`src/rtl/rat_int_pkg.sv`:
```
// Shared types and register map for the RAT MCU interrupt controller.
package rat_int_pkg;

  localparam int unsigned DATA_W = 8;
  localparam int unsigned ID_W   = 3;

  localparam int unsigned OFS_MASK  = 0;
  localparam int unsigned OFS_PEND  = 1;
  localparam int unsigned OFS_CAUSE = 2;
  localparam int unsigned OFS_EOI   = 3;

  localparam int unsigned CAUSE_VALID_BIT = 7;
  localparam int unsigned CAUSE_ID_LSB    = 0;

  typedef enum logic [1:0] {
    IDLE    = 2'd0,
    REQ     = 2'd1,
    SERVICE = 2'd2
  } state_e;

  // CAUSE register layout: {INS_VALID, reserved, source id}
  typedef struct packed {
    logic            ins_valid;
    logic [3:0]      rsvd;
    logic [ID_W-1:0] id;
  } cause_t;

  function automatic logic [DATA_W-1:0] port_addr(input logic [DATA_W-1:0] base,
                                                  input int unsigned      ofs);
    return base + DATA_W'(ofs);
  endfunction

endpackage

```
`src/rtl/rat_int_prio_enc.sv`:
```
// Fixed-priority encoder: lowest set index wins, reported as {valid, id}.
module rat_int_prio_enc
  import rat_int_pkg::*;
#(
  parameter int unsigned N = 8
) (
  input  logic [N-1:0]    req,
  output logic            valid,
  output logic [ID_W-1:0] id
);

  // Scan high to low so the last hit, the lowest index, is kept.
  always_comb begin
    valid = 1'b0;
    id    = '0;
    for (int i = int'(N) - 1; i >= 0; i--) begin
      if (req[i]) begin
        valid = 1'b1;
        id    = ID_W'(i);
      end
    end
  end

endmodule

```
`src/rtl/rat_int_ctrl.sv`:
```
// RAT MCU interrupt controller: edge-latched pending bits, fixed priority, EOI handshake.
// Define RAT_INT_SYNC_EN to pass IRQ through a two-flop synchronizer before edge detect.
module rat_int_ctrl
  import rat_int_pkg::*;
#(
  parameter int unsigned        N_SRC   = 8,
  parameter logic [DATA_W-1:0]  BASE_ID = 8'hE0
) (
  input  logic              CLK,
  input  logic              RESET,
  input  logic [N_SRC-1:0]  IRQ,
  input  logic              INT_ACK,
  input  logic [DATA_W-1:0] PORT_ID,
  input  logic [DATA_W-1:0] OUT_PORT,
  input  logic              IO_STRB,
  output logic              INT_CU,
  output logic [DATA_W-1:0] IN_DATA,
  output logic              RD_HIT
);

  localparam logic [DATA_W-1:0] ADDR_MASK  = port_addr(BASE_ID, OFS_MASK);
  localparam logic [DATA_W-1:0] ADDR_PEND  = port_addr(BASE_ID, OFS_PEND);
  localparam logic [DATA_W-1:0] ADDR_CAUSE = port_addr(BASE_ID, OFS_CAUSE);
  localparam logic [DATA_W-1:0] ADDR_EOI   = port_addr(BASE_ID, OFS_EOI);

  state_e           state_q, state_d;
  cause_t           cause_q, cause_d;
  logic [N_SRC-1:0] mask_q, pend_q, irq_q, irq_s, irq_new;
  logic [N_SRC-1:0] w1c, ack_clr, src_sel;
  logic             mask_wr, eoi_wr, take, src_live;
  logic             win_valid;
  logic [ID_W-1:0]  win_id;

`ifdef RAT_INT_SYNC_EN
  logic [N_SRC-1:0] sync1_q, sync2_q;

  always_ff @(posedge CLK or negedge RESET) begin
    if (!RESET) begin
      sync1_q <= '0;
      sync2_q <= '0;
    end else begin
      sync1_q <= IRQ;
      sync2_q <= sync1_q;
    end
  end

  assign irq_s = sync2_q;
`else
  assign irq_s = IRQ;
`endif

  assign irq_new = irq_s & ~irq_q;
  assign mask_wr = IO_STRB && (PORT_ID == ADDR_MASK);
  assign eoi_wr  = IO_STRB && (PORT_ID == ADDR_EOI);
  assign w1c     = (IO_STRB && (PORT_ID == ADDR_PEND)) ? OUT_PORT[N_SRC-1:0] : '0;

  rat_int_prio_enc #(.N(N_SRC)) u_prio (
    .req   (pend_q & mask_q),
    .valid (win_valid),
    .id    (win_id)
  );

  // One-hot of the latched source; used to check it is still live and to clear it on ACK.
  always_comb begin
    src_sel = '0;
    for (int i = 0; i < int'(N_SRC); i++) begin
      src_sel[i] = (cause_q.id == ID_W'(i));
    end
  end

  assign src_live = |(src_sel & pend_q & mask_q);
  assign ack_clr  = take ? src_sel : '0;

  always_comb begin
    state_d = state_q;
    cause_d = cause_q;
    take    = 1'b0;
    case (state_q)
      IDLE: begin
        if (win_valid) begin
          cause_d.id = win_id;
          state_d    = REQ;
        end
      end
      REQ: begin
        if (!src_live) begin
          state_d = IDLE;
        end else if (INT_ACK) begin
          take              = 1'b1;
          cause_d.ins_valid = 1'b1;
          state_d           = SERVICE;
        end
      end
      SERVICE: begin
        if (eoi_wr) begin
          cause_d.ins_valid = 1'b0;
          state_d           = IDLE;
        end
      end
      default: state_d = IDLE;
    endcase
  end

  // INT_CU asserts one cycle into REQ and drops on the edge that leaves REQ.
  always_ff @(posedge CLK or negedge RESET) begin
    if (!RESET) begin
      state_q <= IDLE;
      cause_q <= '0;
      mask_q  <= '0;
      pend_q  <= '0;
      irq_q   <= '0;
      INT_CU  <= 1'b0;
    end else begin
      state_q <= state_d;
      cause_q <= cause_d;
      irq_q   <= irq_s;
      pend_q  <= (pend_q & ~w1c & ~ack_clr) | irq_new;
      INT_CU  <= (state_q == REQ) && (state_d == REQ);
      if (mask_wr) begin
        mask_q <= OUT_PORT[N_SRC-1:0];
      end
    end
  end

  always_comb begin
    IN_DATA = '0;
    RD_HIT  = 1'b0;
    if (PORT_ID == ADDR_MASK) begin
      RD_HIT  = 1'b1;
      IN_DATA = DATA_W'(mask_q);
    end else if (PORT_ID == ADDR_PEND) begin
      RD_HIT  = 1'b1;
      IN_DATA = DATA_W'(pend_q);
    end else if (PORT_ID == ADDR_CAUSE) begin
      RD_HIT  = 1'b1;
      IN_DATA = cause_q;
    end
  end

endmodule

```
`config.mk`:
```
export PLATFORM = sky130hd
export DESIGN_NAME = rat_int_ctrl
export DESIGN_NICKNAME = d
export VERILOG_FILES = /design/src/rtl/rat_int_pkg.sv /design/src/rtl/rat_int_prio_enc.sv /design/src/rtl/rat_int_ctrl.sv
export SDC_FILE = /design/constraint.sdc
export NUM_CORES = 1
export LEC_CHECK = 0
export BUFFER_PORTS_ARGS = -buffer_cell sky130_fd_sc_hd__buf_2
export CAP_MARGIN = 20
export CORE_MARGIN = 2
export CORE_UTILIZATION = 35
export CTS_CLUSTER_DIAMETER = 200
export CTS_CLUSTER_SIZE = 16
export DETAILED_ROUTE_END_ITERATION = 10
export PLACE_DENSITY = 0.67
export SETUP_SLACK_MARGIN = 0.5
export SYNTH_ARGS = -nofsm -noshare
export SYNTH_HDL_FRONTEND = slang
export SYNTH_SLANG_ARGS = --single-unit
```
`constraint.sdc`:
```
create_clock -name CLK -period 4.2 [get_ports CLK]
set_input_delay 0.84 -clock CLK [delete_from_list [all_inputs] [get_ports CLK]]
set_output_delay 0.84 -clock CLK [all_outputs]
set_load 0.01 [all_outputs]
```
After elaboration in Yosys (flattened, before gate mapping)
Cells that the tools add are included.
{"block": "word_totals", "ram_bits": 0, "mem_count": 0, "out_inout_bits": 10, "input_bits": 28, "latchBits": 0, "regBits": 31, "rom_bits": 0}
{"block": "op_classes", "bitwise_logic": 10, "shift": 0, "eq_ne": 17, "muxes": 36, "multipliers": 0, "order_cmp": 0, "addsub": 0, "reduce_logical": 10, "div_mod_pow": 0}
{"cell": "8-bit AND", "n": 6}
{"cell": "8-bit two-way mux", "n": 5}
{"cell": "8-bit == test (second input constant)", "n": 4}
{"cell": "3-bit two-way mux", "n": 8}
{"cell": "8-bit inverter", "n": 3}
{"cell": "1-bit two-way mux", "n": 17}
{"cell": "3-bit == test (second input constant)", "n": 4}
{"cell": "2-bit two-way mux", "n": 4}
{"cell": "8-bit OR", "n": 1}
{"cell": "8-bit OR reduction", "n": 1}
{"cell": "3-bit by 2-bit == test with 1-bit output (second input constant)", "n": 2}
{"cell": "2-bit inequality test (second input constant)", "n": 3}
{"cell": "2-bit case mux with 3 select lines", "n": 1}
{"cell": "2-bit by 1-bit == test with 1-bit output (second input constant)", "n": 2}
{"cell": "1-bit logical AND", "n": 4}
{"cell": "4-bit AND reduction", "n": 1}
{"cell": "3-bit by 1-bit == test with 1-bit output (second input constant)", "n": 1}
{"cell": "3-bit logical NOT", "n": 1}
{"cell": "2-bit == test (second input constant)", "n": 1}
{"cell": "2-bit logical NOT", "n": 1}
{"cell": "1-bit case mux with 2 select lines", "n": 1}
{"cell": "2-bit AND reduction", "n": 1}
{"cell": "2-bit nonzero test", "n": 1}

Depth between registers and ports, before layout
{"block": "logic_depth", "word_depth": 13, "mapped_depth": 5, "depth_no_buf": 4}

By module
From an unflattened synthesis, not the netlist that was laid out.
{"block": "unflattened", "cells_unflattened": 172, "area_unflattened_um2": 1711.6}
{"mod": "rat_int_ctrl", "cells_per_inst": 159, "n_inst": 1, "area_per_inst_um2": 1631.6}
{"mod": "rat_int_prio_enc", "cells_per_inst": 13, "n_inst": 1, "area_per_inst_um2": 80.1}

Worst setup path before layout
Ideal clock, no wire load.
{"block": "synth_timing", "path_type": "input to output", "start": "input PORT_ID[4]", "end": "output IN_DATA[3]", "stages": 4, "required_ns": 3.360, "path_slack_ns": 1.664, "arrival_ns": 1.696, "path_cell_list": "and4b_1 > nand2_2 > clkbuf_1 > nor3_1"}
{"block": "synth_via", "elab_chain_len": 3, "elab_cells_between_ends": 4}
{"element": "from (decl)", "line_no": "rat_int_ctrl.sv:13", "source": "input logic [DATA_W-1:0] PORT_ID,"}
{"element": "8-bit == test", "line_no": "rat_int_ctrl.sv:131", "source": "end else if (PORT_ID == ADDR_PEND) begin"}
{"element": "8-bit two-way mux", "line_no": "rat_int_ctrl.sv:131"}
{"element": "8-bit two-way mux (*)", "line_no": "rat_int_ctrl.sv:128", "source": "if (PORT_ID == ADDR_MASK) begin"}
{"element": "to (decl)", "line_no": "rat_int_ctrl.sv:17", "source": "output logic [DATA_W-1:0] IN_DATA,"}
Every way passes the cells marked *; elsewhere a longest branch is shown, timed or not.

Worst setup path in the final report
{"block": "layout_timing", "start": "input PORT_ID[4]", "end": "output IN_DATA[4]"}
Same word-level chain as after synthesis.

==> report_table.html <==
<table>
<tr><th>Metric</th><th>Value</th></tr>
<tr><th colspan="2">Floorplan</th></tr>
<tr><td>Row cnt</td><td>25</td></tr>
<tr><td>Die height</td><td>73.7 um</td></tr>
<tr><td>Chip Width</td><td>73.7 um</td></tr>
<tr><td>CORE AREA</td><td>4690 um^2</td></tr>
<tr><td>Count of boundary I/O pins</td><td>38</td></tr>
<tr><td>Die Area</td><td>5430 um^2</td></tr>
<tr><td>Effective utilization at floorplan</td><td>0.362</td></tr>
<tr><th colspan="2">Timing</th></tr>
<tr><td>Number of hold violations in the final report</td><td>0</td></tr>
<tr><td>Fmax</td><td>373 MHz</td></tr>
<tr><td>Transition time at the pin with the least slew margin</td><td>747 ps</td></tr>
<tr><td>Setup total negative slack</td><td>0 ps</td></tr>
<tr><td>Clock period minus worst slack</td><td>2680 ps</td></tr>
<tr><td>Min setup slack post-route</td><td>1520 ps</td></tr>
<tr><td>Period Utilization, post-route</td><td>0.638</td></tr>
<tr><td>Worst hold margin</td><td>430 ps</td></tr>
<tr><td>Relative slew slack</td><td>0.500</td></tr>
<tr><td>Number of max-slew violations in the final report</td><td>0</td></tr>
<tr><td>Setup-violating endpoint count in the final report</td><td>0</td></tr>
<tr><td>Setup repair after global routing missed its margin</td><td>no</td></tr>
<tr><td>Layout Skew</td><td>9.45 ps</td></tr>
<tr><th colspan="2">Route</th></tr>
<tr><td>Detailed-route via count</td><td>1,491</td></tr>
<tr><td>Count of unresolved DRC violations after routing</td><td>0</td></tr>
<tr><td>Number of design-rule violations left by the first detailed-router iteration</td><td>148</td></tr>
<tr><td>Vias per inst</td><td>5.67</td></tr>
<tr><td>Detailed-route wire length per cell</td><td>16.3 um</td></tr>
<tr><td>Detail Route Antenna Nets</td><td>0</td></tr>
<tr><td>Total detailed-routing wirelength</td><td>4.29 mm</td></tr>
<tr><td>DR pass1 iterations</td><td>4</td></tr>
<tr><th colspan="2">Critical path</th></tr>
<tr><td>Start-to-end type of the worst setup path</td><td>input pin to output pin</td></tr>
<tr><td>Worst setup path start</td><td>PORT_ID[4]</td></tr>
<tr><td>Worst flop-to-flop path endpoint</td><td>pend_q[5]$_DFF_PN0_</td></tr>
<tr><td>Kind of end point of the critical path</td><td>output pin</td></tr>
<tr><td>Delay contributed by the slowest stage of the critical path</td><td>270 ps</td></tr>
<tr><td>Worst-path maximum fanout</td><td>12</td></tr>
<tr><td>Cell breakdown of the critical path</td><td>buf_2 &gt; and4b_1 &gt; nand2_2 &gt; nor3_1 &gt; buf_2</td></tr>
<tr><td>Count of buffer and inverter cells on the critical path</td><td>2</td></tr>
<tr><td>FF-to-FF setup slack</td><td>2310 ps</td></tr>
<tr><td>Cell type with the highest occurrence count on the critical path</td><td>sky130_fd_sc_hd__buf_2</td></tr>
<tr><td>Cell family with most CP delay</td><td>simple AND/OR/NAND/NOR gates</td></tr>
<tr><td>CP Launch Type</td><td>input pin</td></tr>
<tr><td>Required @ worst endpoint</td><td>3360 ps</td></tr>
<tr><td>Register-to-Register Path Depth</td><td>4</td></tr>
<tr><td>CP max stage cell</td><td>sky130_fd_sc_hd__and4b_1</td></tr>
<tr><td>FF-to-FF Start</td><td>state_q[1]$_DFF_PN0_</td></tr>
<tr><td>Arrival time of the worst setup path</td><td>1840 ps</td></tr>
<tr><th colspan="2">CTS</th></tr>
<tr><td>CTS tree</td><td>done</td></tr>
<tr><td>Cell chosen for the clock root</td><td>sky130_fd_sc_hd__clkbuf_8</td></tr>
<tr><td>Buffer levels on the longest clock path</td><td>2</td></tr>
<tr><td>Number of buffers added to fix hold violations after cts</td><td>0</td></tr>
<tr><td>Clk sinks</td><td>31</td></tr>
<tr><td>TritonCTS Buffers</td><td>5</td></tr>
<tr><td># Post-CTS Setup Buffers</td><td>0</td></tr>
<tr><td>Post-CTS sizing</td><td>0</td></tr>
<tr><td>Clock transition at the registers of the reported paths</td><td>60 ps</td></tr>
<tr><td>H-Tree Depth</td><td>2</td></tr>
<tr><td>Clock latency reported for the late side of the worst-skew pair</td><td>290 ps</td></tr>
<tr><th colspan="2">Synthesis</th></tr>
<tr><td>Number of synthesized flops with an enable pin</td><td>0</td></tr>
<tr><td>Post-Syn Nets</td><td>198</td></tr>
<tr><td>Share of synthesized registers carrying an async set or reset</td><td>1.00</td></tr>
<tr><td>Post-synthesis instance area</td><td>1700 um^2</td></tr>
<tr><td>Unique cell type count in the Yosys netlist</td><td>40</td></tr>
<tr><td>Avg Cell Area, Syn</td><td>10.0 um^2</td></tr>
<tr><td>Share of the yosys chip area belonging to registers</td><td>0.456</td></tr>
<tr><td>Register bit total from synthesis</td><td>31</td></tr>
<tr><td>Post-synthesis instance total</td><td>170</td></tr>
<tr><td>Most used DFF post-synth</td><td>sky130_fd_sc_hd__dfrtp_1</td></tr>
<tr><td>Yosys warns</td><td>0</td></tr>
<tr><th colspan="2">Place</th></tr>
<tr><td>Half-perimeter wire length after placement</td><td>2.96 mm</td></tr>
<tr><td>Placed insts</td><td>255</td></tr>
<tr><td>Port Buffer Count</td><td>37</td></tr>
<tr><td>Placement-stage worst setup slack</td><td>1510 ps</td></tr>
<tr><td>Last weighted congestion value of the routability-driven placer</td><td>0.894</td></tr>
<tr><th colspan="2">Cells and area</th></tr>
<tr><td>Area delta synth-&gt;final</td><td>18.0%</td></tr>
<tr><td>Fraction of layout instances using a drive strength above 1</td><td>0.258</td></tr>
<tr><td>Top library cells by usage in the layout, fill and taps aside</td><td>37 x sky130_fd_sc_hd__buf_2, 31 x sky130_fd_sc_hd__dfrtp_1, 12 x sky130_fd_sc_hd__nor2_1</td></tr>
<tr><td>Commonest non-fill, non-tap cell in the layout</td><td>sky130_fd_sc_hd__buf_2</td></tr>
<tr><td>Nets</td><td>236</td></tr>
<tr><td>Number of cells in the finished layout apart from fillers</td><td>263</td></tr>
<tr><td>Antenna cell count</td><td>0</td></tr>
<tr><td>Fill cell count</td><td>479</td></tr>
<tr><th colspan="2">Global route</th></tr>
<tr><td>Via count of the first global-routing pass</td><td>1,354</td></tr>
<tr><td>Maximum number of pins on one net before global-route repair</td><td>32</td></tr>
<tr><td>Number of antenna violations at the first check in global routing</td><td>0</td></tr>
<tr><td>Total grt overflow</td><td>0</td></tr>
<tr><td>Total track usage</td><td>0.168</td></tr>
<tr><td>Global-route wire length before repair</td><td>6.82 mm</td></tr>
<tr><th colspan="2">Min path</th></tr>
<tr><td>Worst Hold Launch</td><td>irq_q[4]$_DFF_PN0_</td></tr>
<tr><td>Endpoint of the worst hold-timing path</td><td>pend_q[4]$_DFF_PN0_</td></tr>
<tr><td>Class of the tightest hold or removal check</td><td>flop to flop</td></tr>
<tr><td>Number of instances on the worst hold path</td><td>1</td></tr>
<tr><th colspan="2">Status</th></tr>
<tr><td>Result of the run</td><td>finished clean</td></tr>
<tr><th colspan="2">Pwr</th></tr>
<tr><td>Lkg Pwr</td><td>0.900 nW</td></tr>
<tr><td>Total power per unit cell area</td><td>388 nW/um^2</td></tr>
<tr><td>VDD IR-drop max</td><td>0.259 mV</td></tr>
<tr><th colspan="2">Flow run</th></tr>
<tr><td>Max Cap Violations</td><td>0</td></tr>
</table>
==> layout make-up <==
class / instances / area [um^2] / share of cell area
clock buffers: 7 / 76.3 / 0.0380
clock inverters: 1 / 5.00 / 0.00249
flip-flops and latches: 31 / 776 / 0.387
repair buffers: 37 / 185 / 0.0923
multi-input cells: 122 / 856 / 0.426
inverters: 11 / 41.3 / 0.0206
well taps: 54 / 67.6 / 0.0337
==> report_power, final <==
part           switching, mW  total, mW  internal, mW  leakage [nW]
Sequential            0.0633      0.393         0.330         0.364
Clock                  0.110      0.226         0.116        0.0422
Combinational         0.0859      0.160        0.0737         0.493
==> layer usage <==
metal | track usage | vias up | wire length [um] | share of wire
met1 | 0.253 | 718 | 1990 | 0.46
li1 | - | 706 | - | -
met4 | 0.0606 | 0 | 36 | 0.0084
met2 | 0.231 | 62 | 1920 | 0.45
met5 | 0 | - | 0 | 0
met3 | 0.0384 | 5 | 339 | 0.079
==> registers in the layout (all words and copies together) (netlist names) <==
signal   cells
irq_q        8
INT_CU       1
mask_q       8
cause_q      4
pend_q       8
state_q      2
==> Yosys cell counts (2+ instances only) <==
| master | number | area [um^2] |
|---|---|---|
| sky130_fd_sc_hd__a21o_1 | 2 | 15.0 |
| sky130_fd_sc_hd__a21oi_1 | 7 | 35.0 |
| sky130_fd_sc_hd__a22o_1 | 4 | 35.0 |
| sky130_fd_sc_hd__a22oi_1 | 2 | 15.0 |
| sky130_fd_sc_hd__a2bb2oi_1 | 4 | 35.0 |
| sky130_fd_sc_hd__a31oi_1 | 3 | 18.8 |
| sky130_fd_sc_hd__a32o_1 | 2 | 20.0 |
| sky130_fd_sc_hd__and4b_1 | 2 | 20.0 |
| sky130_fd_sc_hd__buf_2 | 4 | 20.0 |
| sky130_fd_sc_hd__clkbuf_1 | 2 | 7.51 |
| sky130_fd_sc_hd__dfrtp_1 | 31 | 776 |
| sky130_fd_sc_hd__inv_1 | 11 | 41.3 |
| sky130_fd_sc_hd__mux2_2 | 8 | 90.1 |
| sky130_fd_sc_hd__mux2i_1 | 8 | 80.1 |
| sky130_fd_sc_hd__nand2_1 | 9 | 33.8 |
| sky130_fd_sc_hd__nand2b_1 | 9 | 56.3 |
| sky130_fd_sc_hd__nand3_1 | 3 | 15.0 |
| sky130_fd_sc_hd__nand3b_1 | 3 | 22.5 |
| sky130_fd_sc_hd__nand4b_1 | 4 | 35.0 |
| sky130_fd_sc_hd__nor2_1 | 12 | 45.0 |
| sky130_fd_sc_hd__nor2b_1 | 3 | 18.8 |
| sky130_fd_sc_hd__nor3_1 | 6 | 30.0 |
| sky130_fd_sc_hd__o21ai_0 | 9 | 45.0 |
| sky130_fd_sc_hd__o22ai_1 | 4 | 25.0 |
| sky130_fd_sc_hd__o31ai_1 | 3 | 22.5 |
==> cells by family (layout without fill, tap and decap cells) <==
group | count (synthesis) | count (layout) | synth area share
DFF | 31 | 31 | 0.456
and+or+nand+nor | 60 | 60 | 0.213
muxes | 16 | 16 | 0.100
buffers and inverters | 17 | 56 | 0.0405
AOI/OAI and AO/OA | 46 | 46 | 0.190
==> worst max path at each step <==
stage / end / slack [ps] / cells after the start
after floorplan: IN_DATA[3] / 1660 / 4
after global placement: IN_DATA[4] / 1530 / 5
after detailed placement: IN_DATA[4] / 1510 / 5
after CTS: IN_DATA[4] / 1510 / 5
after global routing: IN_DATA[4] / 1450 / 5
final: IN_DATA[4] / 1520 / 5
==> stage by stage <==
stage           util  power (mW)  area (um^2)
2_1_floorplan      -       0.500         1700
3_3_place_gp   0.410       0.554         1930
3_5_place_dp   0.410       0.556         1930
4_1_cts        0.428       0.780         2010
5_1_grt        0.428       0.826         2010
6_report       0.428       0.780         2010
Note: power is estimated with default switching activity, not from simulation.
